<file path="config.mk">
export PLATFORM = sky130hd
export DESIGN_NAME = floor_call_queue_flat
export DESIGN_NICKNAME = d
export VERILOG_FILES = /design/src/rtl/elevator_pkg.sv /design/src/rtl/floor_call_queue_if.sv /design/src/rtl/door_timer.sv /design/src/rtl/floor_call_queue.sv /design/src/flat_wrapper.sv
export SDC_FILE = /design/constraint.sdc
export NUM_CORES = 1
export LEC_CHECK = 0
export ABC_AREA = 1
export CORE_MARGIN = 2
export CORE_UTILIZATION = 23
export DETAILED_ROUTE_END_ITERATION = 10
export GPL_ROUTABILITY_DRIVEN = 0
export GPL_TIMING_DRIVEN = 0
export PLACE_DENSITY = 0.43
export SYNTH_ARGS = -nofsm -noshare
export SYNTH_HDL_FRONTEND = slang
export SYNTH_HIERARCHICAL = 1
export SYNTH_SLANG_ARGS = --single-unit
</file>
<file path="constraint.sdc">
create_clock -name clk -period 2.84 [get_ports clk]
set_clock_uncertainty 0.2 [all_clocks]
set_input_delay 0.71 -clock clk [delete_from_list [all_inputs] [get_ports clk]]
set_output_delay 0.71 -clock clk [all_outputs]
set_load 0.01 [all_outputs]
</file>
<file path="src/rtl/elevator_pkg.sv">
// Shared elevator types: floor width, controller states and direction encoding.
package elevator_pkg;

    localparam int FLOOR_W = 2;

    typedef logic [FLOOR_W-1:0] floor_t;

    typedef enum logic [1:0] {
        ST_IDLE = 2'd0,
        ST_MOVE = 2'd1,
        ST_DOOR = 2'd2
    } state_e;

    localparam logic DIR_UP   = 1'b1;
    localparam logic DIR_DOWN = 1'b0;

    function automatic logic dir_toward(floor_t target, floor_t here);
        return (target > here) ? DIR_UP : DIR_DOWN;
    endfunction

endpackage

</file>
<file path="src/rtl/floor_call_queue_if.sv">
// Call-write, floor-sensor and cabin-command signals of the floor call queue.
interface floor_call_queue_if;
    import elevator_pkg::*;

    logic   wr_valid;
    floor_t nextMemoryFloor;
    logic   BeginEndMemory_Flag;
    floor_t actualFloor;
    floor_t pos0Mem;
    logic   down_up_Flag;
    logic   motorUp;
    logic   motorDown;
    logic   doorOpen;
    logic   queueEmpty;
    logic   queueFull;
    logic   callDropped;

    modport master (
        output wr_valid, nextMemoryFloor, BeginEndMemory_Flag, actualFloor,
        input  pos0Mem, down_up_Flag, motorUp, motorDown, doorOpen,
               queueEmpty, queueFull, callDropped
    );

    modport slave (
        input  wr_valid, nextMemoryFloor, BeginEndMemory_Flag, actualFloor,
        output pos0Mem, down_up_Flag, motorUp, motorDown, doorOpen,
               queueEmpty, queueFull, callDropped
    );

endinterface

</file>
<file path="src/rtl/door_timer.sv">
// Door dwell counter: start loads DWELL_CYCLES, done marks the last open cycle.
module door_timer #(
    parameter int DWELL_CYCLES = 8
) (
    input  logic clk,
    input  logic rst_n,
    input  logic start,
    output logic done
);

    logic [7:0] cnt_q;
    logic [7:0] cnt_d;

    always_comb begin
        cnt_d = cnt_q;
        if (start) begin
            cnt_d = 8'(DWELL_CYCLES);
        end else if (cnt_q != 8'd0) begin
            cnt_d = cnt_q - 8'd1;
        end
    end

    always_ff @(posedge clk or negedge rst_n) begin
        if (!rst_n) begin
            cnt_q <= 8'd0;
        end else begin
            cnt_q <= cnt_d;
        end
    end

    assign done = (cnt_q == 8'd1);

endmodule

</file>
<file path="src/rtl/floor_call_queue.sv">
// Elevator call queue (circular buffer) driving an IDLE/MOVE/DOOR cabin controller.
// Define FLOOR_DEDUP_EN to discard writes whose floor is already queued.
module floor_call_queue
    import elevator_pkg::*;
#(
    parameter int DWELL_CYCLES = 8,
    parameter int DEPTH        = 4
) (
    input  logic               clk,
    input  logic               rst_n,
    floor_call_queue_if.slave  bus
);

    localparam int PTR_W = $clog2(DEPTH);
    localparam int CNT_W = PTR_W + 1;

    floor_t             mem_q [DEPTH];
    floor_t             mem_d [DEPTH];
    logic [PTR_W-1:0]   head_q, head_d, tail_q, tail_d;
    logic [CNT_W-1:0]   count_q, count_d;
    floor_t             pos0_q, pos0_d;
    logic               empty_q, empty_d;
    logic               full_q, full_d;
    logic               drop_q, drop_d;
    state_e             state_q, state_d;
    logic               dir_q, dir_d;

    logic               pop;
    logic               wr_ok;
    logic               dup_hit;
    logic               timer_start;
    logic               timer_done;
    logic               motor_up, motor_down, door_open;

`ifdef FLOOR_DEDUP_EN
    logic [DEPTH-1:0] match;
    for (genvar gi = 0; gi < DEPTH; gi++) begin : g_dup
        logic [PTR_W-1:0] slot;
        assign slot      = head_q + PTR_W'(gi);
        assign match[gi] = (CNT_W'(gi) < count_q) && (mem_q[slot] == bus.nextMemoryFloor);
    end
    assign dup_hit = |match;
`else
    assign dup_hit = 1'b0;
`endif

    // A head insert that coincides with a pop reuses the popped slot.
    always_comb begin
        mem_d   = mem_q;
        head_d  = head_q;
        tail_d  = tail_q;
        count_d = count_q;
        wr_ok   = 1'b0;
        drop_d  = 1'b0;
        if (bus.wr_valid && !dup_hit) begin
            if (!full_q || pop) begin
                wr_ok = 1'b1;
            end else begin
                drop_d = 1'b1;
            end
        end
        if (pop) begin
            head_d  = head_q + PTR_W'(1);
            count_d = count_q - CNT_W'(1);
        end
        if (wr_ok) begin
            if (bus.BeginEndMemory_Flag) begin
                if (pop) begin
                    mem_d[head_q] = bus.nextMemoryFloor;
                    head_d        = head_q;
                end else begin
                    head_d        = head_q - PTR_W'(1);
                    mem_d[head_d] = bus.nextMemoryFloor;
                end
            end else begin
                mem_d[tail_q] = bus.nextMemoryFloor;
                tail_d        = tail_q + PTR_W'(1);
            end
            count_d = count_d + CNT_W'(1);
        end
        empty_d = (count_d == '0);
        full_d  = (count_d == CNT_W'(DEPTH));
        pos0_d  = empty_d ? '0 : mem_d[head_d];
    end

    always_comb begin
        state_d     = state_q;
        dir_d       = dir_q;
        pop         = 1'b0;
        timer_start = 1'b0;
        motor_up    = 1'b0;
        motor_down  = 1'b0;
        door_open   = 1'b0;
        unique case (state_q)
            ST_IDLE: begin
                if (!empty_q) begin
                    if (pos0_q == bus.actualFloor) begin
                        pop         = 1'b1;
                        timer_start = 1'b1;
                        state_d     = ST_DOOR;
                    end else begin
                        state_d = ST_MOVE;
                        dir_d   = dir_toward(pos0_q, bus.actualFloor);
                    end
                end
            end
            ST_MOVE: begin
                motor_up   = (dir_q == DIR_UP);
                motor_down = (dir_q == DIR_DOWN);
                if (!empty_q && pos0_q == bus.actualFloor) begin
                    pop         = 1'b1;
                    timer_start = 1'b1;
                    state_d     = ST_DOOR;
                end
            end
            ST_DOOR: begin
                door_open = 1'b1;
                if (timer_done) begin
                    state_d = ST_IDLE;
                end
            end
            default: state_d = ST_IDLE;
        endcase
    end

    always_ff @(posedge clk or negedge rst_n) begin
        if (!rst_n) begin
            for (int i = 0; i < DEPTH; i++) begin
                mem_q[i] <= '0;
            end
            head_q  <= '0;
            tail_q  <= '0;
            count_q <= '0;
            pos0_q  <= '0;
            empty_q <= 1'b1;
            full_q  <= 1'b0;
            drop_q  <= 1'b0;
            state_q <= ST_IDLE;
            dir_q   <= DIR_UP;
        end else begin
            for (int i = 0; i < DEPTH; i++) begin
                mem_q[i] <= mem_d[i];
            end
            head_q  <= head_d;
            tail_q  <= tail_d;
            count_q <= count_d;
            pos0_q  <= pos0_d;
            empty_q <= empty_d;
            full_q  <= full_d;
            drop_q  <= drop_d;
            state_q <= state_d;
            dir_q   <= dir_d;
        end
    end

    door_timer #(
        .DWELL_CYCLES (DWELL_CYCLES)
    ) u_door_timer (
        .clk   (clk),
        .rst_n (rst_n),
        .start (timer_start),
        .done  (timer_done)
    );

    assign bus.pos0Mem      = pos0_q;
    assign bus.down_up_Flag = dir_q;
    assign bus.motorUp      = motor_up;
    assign bus.motorDown    = motor_down;
    assign bus.doorOpen     = door_open;
    assign bus.queueEmpty   = empty_q;
    assign bus.queueFull    = full_q;
    assign bus.callDropped  = drop_q;

endmodule

</file>
<file path="src/flat_wrapper.sv">
// flat-port wrapper written by rule: the top's interface ports become plain ports
module floor_call_queue_flat import elevator_pkg::*;
#(
    parameter int DWELL_CYCLES = 8,
    parameter int DEPTH        = 4
)
  (clk, rst_n, bus_wr_valid, bus_nextMemoryFloor, bus_BeginEndMemory_Flag, bus_actualFloor, bus_pos0Mem, bus_down_up_Flag, bus_motorUp, bus_motorDown, bus_doorOpen, bus_queueEmpty, bus_queueFull, bus_callDropped);
  floor_call_queue_if bus_i ();
  input  logic clk;
  input  logic rst_n;
  input wire logic [$bits(bus_i.wr_valid)-1:0] bus_wr_valid;
  input wire logic [$bits(bus_i.nextMemoryFloor)-1:0] bus_nextMemoryFloor;
  input wire logic [$bits(bus_i.BeginEndMemory_Flag)-1:0] bus_BeginEndMemory_Flag;
  input wire logic [$bits(bus_i.actualFloor)-1:0] bus_actualFloor;
  output wire logic [$bits(bus_i.pos0Mem)-1:0] bus_pos0Mem;
  output wire logic [$bits(bus_i.down_up_Flag)-1:0] bus_down_up_Flag;
  output wire logic [$bits(bus_i.motorUp)-1:0] bus_motorUp;
  output wire logic [$bits(bus_i.motorDown)-1:0] bus_motorDown;
  output wire logic [$bits(bus_i.doorOpen)-1:0] bus_doorOpen;
  output wire logic [$bits(bus_i.queueEmpty)-1:0] bus_queueEmpty;
  output wire logic [$bits(bus_i.queueFull)-1:0] bus_queueFull;
  output wire logic [$bits(bus_i.callDropped)-1:0] bus_callDropped;
  assign bus_i.wr_valid = bus_wr_valid;
  assign bus_i.nextMemoryFloor = bus_nextMemoryFloor;
  assign bus_i.BeginEndMemory_Flag = bus_BeginEndMemory_Flag;
  assign bus_i.actualFloor = bus_actualFloor;
  assign bus_pos0Mem = bus_i.pos0Mem;
  assign bus_down_up_Flag = bus_i.down_up_Flag;
  assign bus_motorUp = bus_i.motorUp;
  assign bus_motorDown = bus_i.motorDown;
  assign bus_doorOpen = bus_i.doorOpen;
  assign bus_queueEmpty = bus_i.queueEmpty;
  assign bus_queueFull = bus_i.queueFull;
  assign bus_callDropped = bus_i.callDropped;
  floor_call_queue #(.DWELL_CYCLES(DWELL_CYCLES), .DEPTH(DEPTH)) u_core (.clk(clk), .rst_n(rst_n), .bus(bus_i));
endmodule
</file>
Word-level counts from Yosys, hierarchy flattened
Index checks and enable logic that the tools add are counted.
Widths: inputs -> output; s select.
{"block": "op_classes", "magnitude_cmp": 8, "reduce_logical": 14, "muxes": 41, "bitwise": 8, "addsub": 6, "eq_ne": 8}
{"op": "$mux 8", "count": 5}
{"op": "$mux 2", "count": 14}
{"op": "$bwmux 8", "count": 3}
{"op": "$demux 2 s2", "count": 3}
{"op": "$ge 3x3->1 const B", "count": 4}
{"op": "$not 2->3", "count": 4}
{"op": "$mux 1", "count": 11}
{"op": "$lt 3x1->1 const B", "count": 3}
{"op": "$eq 8x1->1 const B", "count": 1}
{"op": "$reduce_bool 8->1", "count": 1}
{"op": "$sub 8x1->8 const B", "count": 1}
{"op": "$mux 3", "count": 2}
{"op": "$pmux 2 s3", "count": 1}
{"op": "$reduce_and 3->1", "count": 2}
{"op": "$add 2x1->2 const B", "count": 2}
{"op": "$bmux 2 s2", "count": 1}
{"op": "$logic_and 1x1->1", "count": 4}
{"op": "$ne 2x1->1 const B", "count": 2}
{"op": "$not 1->1", "count": 4}
{"op": "$add 3x1->3 const B", "count": 1}
{"op": "$eq 3x3->1 const B", "count": 1}
{"op": "$logic_not 3->1", "count": 1}
{"op": "$sub 3x1->3 const B", "count": 1}
{"op": "$eq 2x1->1 const B", "count": 1}
{"op": "11 further kinds", "count": 12}
{"block": "totals", "out_inout_bits": 9, "wordCells": 99, "inputBits": 8, "register_bits": 31}

Depth between registers and ports, before layout
{"block": "depth", "ltp_word": 14, "ltp_mapped": 16, "ltp_nobuf": 16}

By module
Netlist, hierarchy kept.
{"module": "floor_call_queue", "seq_area_each_um2": 578.1, "area_each_um2": 1880.6, "instances": 1, "cells_each": 263}
{"module": "door_timer", "seq_area_each_um2": 200.2, "area_each_um2": 521.8, "instances": 1, "cells_each": 67}

Least setup slack after synthesis
Ideal clock, no wire load.
{"block": "synth_timing", "kind": "input -> register", "from": "input port bus_actualFloor[1]", "to": "register u_core.pos0_q[1] (netlist: u_core/bus.pos0Mem[1])", "path_stages": 15, "t_arrival_ns": 2.346, "slack_ns": 0.176, "setup_time_ns": 0.118, "path_cell_list": "inv_1 > ha_1 > nand2_2 > nor2_4 > nand2_4 > o21ai_0 > ha_1 > inv_1 > nand2_1 > o21ai_1 > nand2_2 > inv_1 > nand2_1 > nand2_1 > nor2_2"}
{"block": "synth_via", "elab_chain_cells": 13}
{"element": "start, declared", "line_no": "flat_wrapper.sv:14", "rtl": "input wire logic [$bits(bus_i.actualFloor)-1:0] bus_actualFloor;"}
{"element": "$eq 2x2->1 *", "line_no": "floor_call_queue.sv:97, floor_call_queue.sv:110"}
{"element": "$mux 1 or $logic_and 1x1->1 (tied branches)", "line_no": "floor_call_queue.sv:97, floor_call_queue.sv:110"}
{"element": "$mux 1, on equally long branches", "line_no": "floor_call_queue.sv:96, floor_call_queue.sv:110"}
{"element": "$pmux 1 s2 *", "line_no": "floor_call_queue.sv:94", "rtl": "unique case (state_q)"}
{"element": "$logic_or 1x1->1", "line_no": "floor_call_queue.sv:56", "rtl": "if (!full_q || pop) begin"}
{"element": "$mux 1", "line_no": "floor_call_queue.sv:56"}
{"element": "$mux 1", "line_no": "floor_call_queue.sv:55", "rtl": "if (bus.wr_valid && !dup_hit) begin"}
{"element": "$mux 2", "line_no": "floor_call_queue.sv:66", "rtl": "if (wr_ok) begin"}
{"element": "$not 2->3 (not written as such)", "line_no": "floor_call_queue.sv:83", "rtl": "pos0_d = empty_d ? '0 : mem_d[head_d];"}
{"element": "$bmux 2 s2", "line_no": "floor_call_queue.sv:83"}
{"element": "$mux 2 (not written as such) (2 in series)", "line_no": "floor_call_queue.sv:83"}
{"element": "$mux 2 *", "line_no": "floor_call_queue.sv:83"}
{"element": "via u_core.pos0_d[1]", "line_no": "floor_call_queue.sv:21", "rtl": "floor_t pos0_q, pos0_d;"}
{"element": "end signal, assigned", "line_no": "floor_call_queue.sv:147", "rtl": "pos0_q <= pos0_d;"}
{"element": "end, declared", "line_no": "floor_call_queue.sv:21"}
The timed path passes the listed nets; every way through them passes the cells marked *. The select of a mux whose other input is x is not followed.
A chain may end at the register's enable or synchronous reset.

Final worst setup path
{"block": "layout_timing", "from": "input port bus_actualFloor[1]", "to": "register u_core.pos0_q[0] (netlist: u_core/bus.pos0Mem[0])"}
{"element": "$eq 2x2->1 *", "line_no": "floor_call_queue.sv:97, floor_call_queue.sv:110"}
{"element": "$mux 1 or $logic_and 1x1->1 (tied branches)", "line_no": "floor_call_queue.sv:97, floor_call_queue.sv:110"}
{"element": "$mux 1, on equally long branches", "line_no": "floor_call_queue.sv:96, floor_call_queue.sv:110"}
{"element": "$pmux 1 s2 *", "line_no": "floor_call_queue.sv:94"}
{"element": "parallel branches: the longest is 3 deep, another holds $add 3x1->3"}
{"element": "$mux 3 *", "line_no": "floor_call_queue.sv:66"}
{"element": "$logic_not 3->1 *", "line_no": "floor_call_queue.sv:81", "rtl": "empty_d = (count_d == '0);"}
{"element": "via u_core.empty_d", "line_no": "floor_call_queue.sv:22", "rtl": "logic empty_q, empty_d;"}
{"element": "$mux 2 *", "line_no": "floor_call_queue.sv:83"}
{"element": "via u_core.pos0_d[0]", "line_no": "floor_call_queue.sv:21"}
Mark *: on every way through the listed nets, which the timed path passes. The select of a mux whose other input is x is not followed.

==> results.toml <==
[outcome]
status = "complete, no violations"

[critical_path]
r2r-end = "u_core/bus.pos0Mem[0]$_DFF_PN0_"
reg2reg_from = "u_core/bus.pos0Mem[1]$_DFF_PN0_"
reg2reg_slack_ns = 0.52
crit_path_start_kind = "input port"
cp_data_arrival_time_ns = 2.43
cp.required_ns = 2.81
worstSetupStartpoint = "bus_actualFloor[1]"
critPathCaptureType = "flop"
r2r_cells = 12
worstPathMaxFanout = 6
worst-setup-path-type = "in2reg"
critPathCapture = "u_core/bus.pos0Mem[0]$_DFF_PN0_"

[global_routing]
grt_max_degree = 32
grt_pass1_wl_um = 10100
overflow = 0
grt.total_usage_pct = 11.5
antenna_found_initial = 0
grt_pass1_vias = 2061

[floorplan]
core_area_mm2 = 0.0102
die_area_mm2 = 0.0113
fp.dieW_um = 106
initial_core_util_pct = 23.5
rows = 37
die_height_um = 106
io_pins = 17

[sta]
finalSetupTns_ns = 0
relSlewSlack_pct = 49.1
fin_crit_ns = 2.46
tightest_slew_ns = 0.764
setup_violations = 0
rsz0062_at_grt = "no"
fmax_ghz = 0.407
maxSlewViolCount = 0
fin_crit_sh_pct = 86.6
hold_viol = 0
hold_slack_ns = 0.296

[routing]
avgViaCountPerCell = 4.25
vias = 2125
firstDrtPassIters = 4
wl_per_cell_um = 12.2
wl_um = 6090
drc = 0
drtIter0Drc = 98
antenna_left = 0

[logic_synthesis]
yosys.area.top_type_share_pct = 30.2
syn-cell-area_mm2 = 0.00240
synth.most_common_cell = "nand2_1"
async_reset_ff_share_pct = 100
syn_avg_cell_area_um2 = 7.28
synthTopCellsByArea = "dfrtp_1, nand2_1, ha_1, inv_1, nor2_1"
synth_cells = 330
yosysUniqueCellTypes = 35
yosysSeqAreaShare_pct = 32.4
synth-edff-count = 0
synth_top_area_cell = "dfrtp_1"
yosys_warnings = 6
synthTopCellsByCount = "nand2_1, inv_1, nor2_1"
synthesis.nets = 355
yosys_register_bits = 31
synth_ff_type = "dfrtp_1"

[final_layout]
antenna_cells = 0
syn_to_final_growth_pct = 22.7
regArea_um2 = 778
drive_above_1_share_pct = 19.2
finalNetCount = 388
multi_input_area_mm2 = 0.00146
nFillCells = 1113

[clocking]
cts-htree-levels = 2
root_buffer = "clkbuf_8"
cts_max_path_buffers = 2
clk_pin_slew_ns = 0.07
postCtsHoldBufs = 0
tritoncts = "done"
cts_buffers = 5
cts.sinks = 31
clk-insertion-delay-late_ns = 0.28

[hold_path]
hold_path_class = "in2async"

[power_and_ir_drop]
ir_worst_vdd_mv = 0.364
power_mw = 3.47
p_per_area_mw_per_mm2 = 1180
power_leakage_nw = 1.48

[place]
numPortBuffers = 13
hpwl_um = 4320

[job]
maxCapViolCount = 0
[stage by stage]
stage	setup slack, ns	util (%)	std cells	instance area [µm²]
6_report	0.381	28.8	500	2950
5_1_grt	0.275	28.8	500	2950
4_1_cts	0.000503	28.3	496	2890
3_5_place_dp	-0.531	26.4	479	2700
3_3_place_gp	-0.507	26.4	479	2700
2_1_floorplan	0.176	-	330	2400
[sequential cells by signal (all words and copies together), names as in the netlist]
signal and count:
u_core/tail_q 2, u_core/bus.pos0Mem 2, u_core/mem_q 8, u_core/bus.callDropped 1
u_core/state_q 2, u_core/bus.down_up_Flag 1, u_core/head_q 2, u_core/bus.queueFull 1
u_core/bus.queueEmpty 1, u_core/u_door_timer/cnt_q 8, u_core/count_q 3
[power by group]
group	total (mW)	internal (mW)	leakage, nW	switching, mW
sequential	0.835	0.656	0.367	0.179
combinational	2.29	0.967	1.07	1.32
clock	0.349	0.172	0.0422	0.177
total	3.47	1.80	1.48	1.67
[cell usage in the layout, fill, tap and decap left out, drive strengths merged]
cell             n
nand2          102
inv             49
nor2            43
dfrtp           29
nand3           22
o21ai           21
ha              17
buf             17
a21oi           15
clkdlybuf4s50   10
clkbuf           9
nand4            6
xor2             6
nor3             3
xnor2            3
clkinv           3
dlymetal6s2s     2
nand3b           2
dfstp            2
or2              1
o31ai            1
a211oi           1
[routing by layer]
metal	GRT usage [%]	routed length [µm]	up-vias
li1	-	-	1100
met1	15.1	2900	1002
met2	19.3	2970	21
met3	2.21	171	2
met4	3.20	41	0
met5	0	0	-
[logic make-up after synthesis]
group	Yosys count	synth area share (%)
XOR/XNOR	9	4.53
AND/OR/NAND/NOR	179	35.9
flip-flops	31	32.4
adder cells (fa/ha/maj)	17	8.85
buffers and inverters	56	9.43
AO/OA/AOI/OAI	38	8.91
[timing repair]
item,4_1_cts,5_1_grt
pin swaps,8,7
endpoints found under the setup margin,5,3
setup buffers,9,4
resized for setup,7,9
gates cloned,0,0
[worst min-delay path by stage]
stage,from,to,slack [ns],cells after the start
2_1_floorplan,rst_n,u_core/bus.callDropped$_DFF_PN0_,0.21,0
5_1_grt,u_core/bus.down_up_Flag$_DFFE_PN1P_,u_core/bus.down_up_Flag$_DFFE_PN1P_,0.32,2
6_report,rst_n,u_core/mem_q[1]$_DFF_PN0_,0.30,1
4_1_cts,u_core/state_q[0]$_DFFE_PN0P_,u_core/state_q[1]$_DFFE_PN0P_,0.30,1
3_3_place_gp,u_core/state_q[0]$_DFFE_PN0P_,u_core/state_q[1]$_DFFE_PN0P_,0.28,1
3_5_place_dp,u_core/state_q[0]$_DFFE_PN0P_,u_core/state_q[1]$_DFFE_PN0P_,0.28,1
[worst max-delay path, stage by stage]
cell and delay, ns:
dlymetal6s2s_1 0.10, inv_2 0.05, ha_4 0.28, nand2_4 0.07
nor2_4 0.15, nand2_8 0.11, xor2_4 0.17, ha_1 0.31
inv_2 0.05, nand2_2 0.05, o21ai_2 0.09, nand2_2 0.10
nor2_2 0.15, a21oi_2 0.05
[layout make-up]
type / instances / area share (%)
Timing Repair Buffer: 26 / 7.73
Multi-Input combinational cell: 243 / 49.6
Tap cell: 136 / 5.77
Buffer: 5 / 1.19
Clock inverter: 1 / 0.170
Inverter: 51 / 6.50
Clock buffer: 7 / 2.59
Sequential cell: 31 / 26.4
Power figures use the tool's default switching activity.
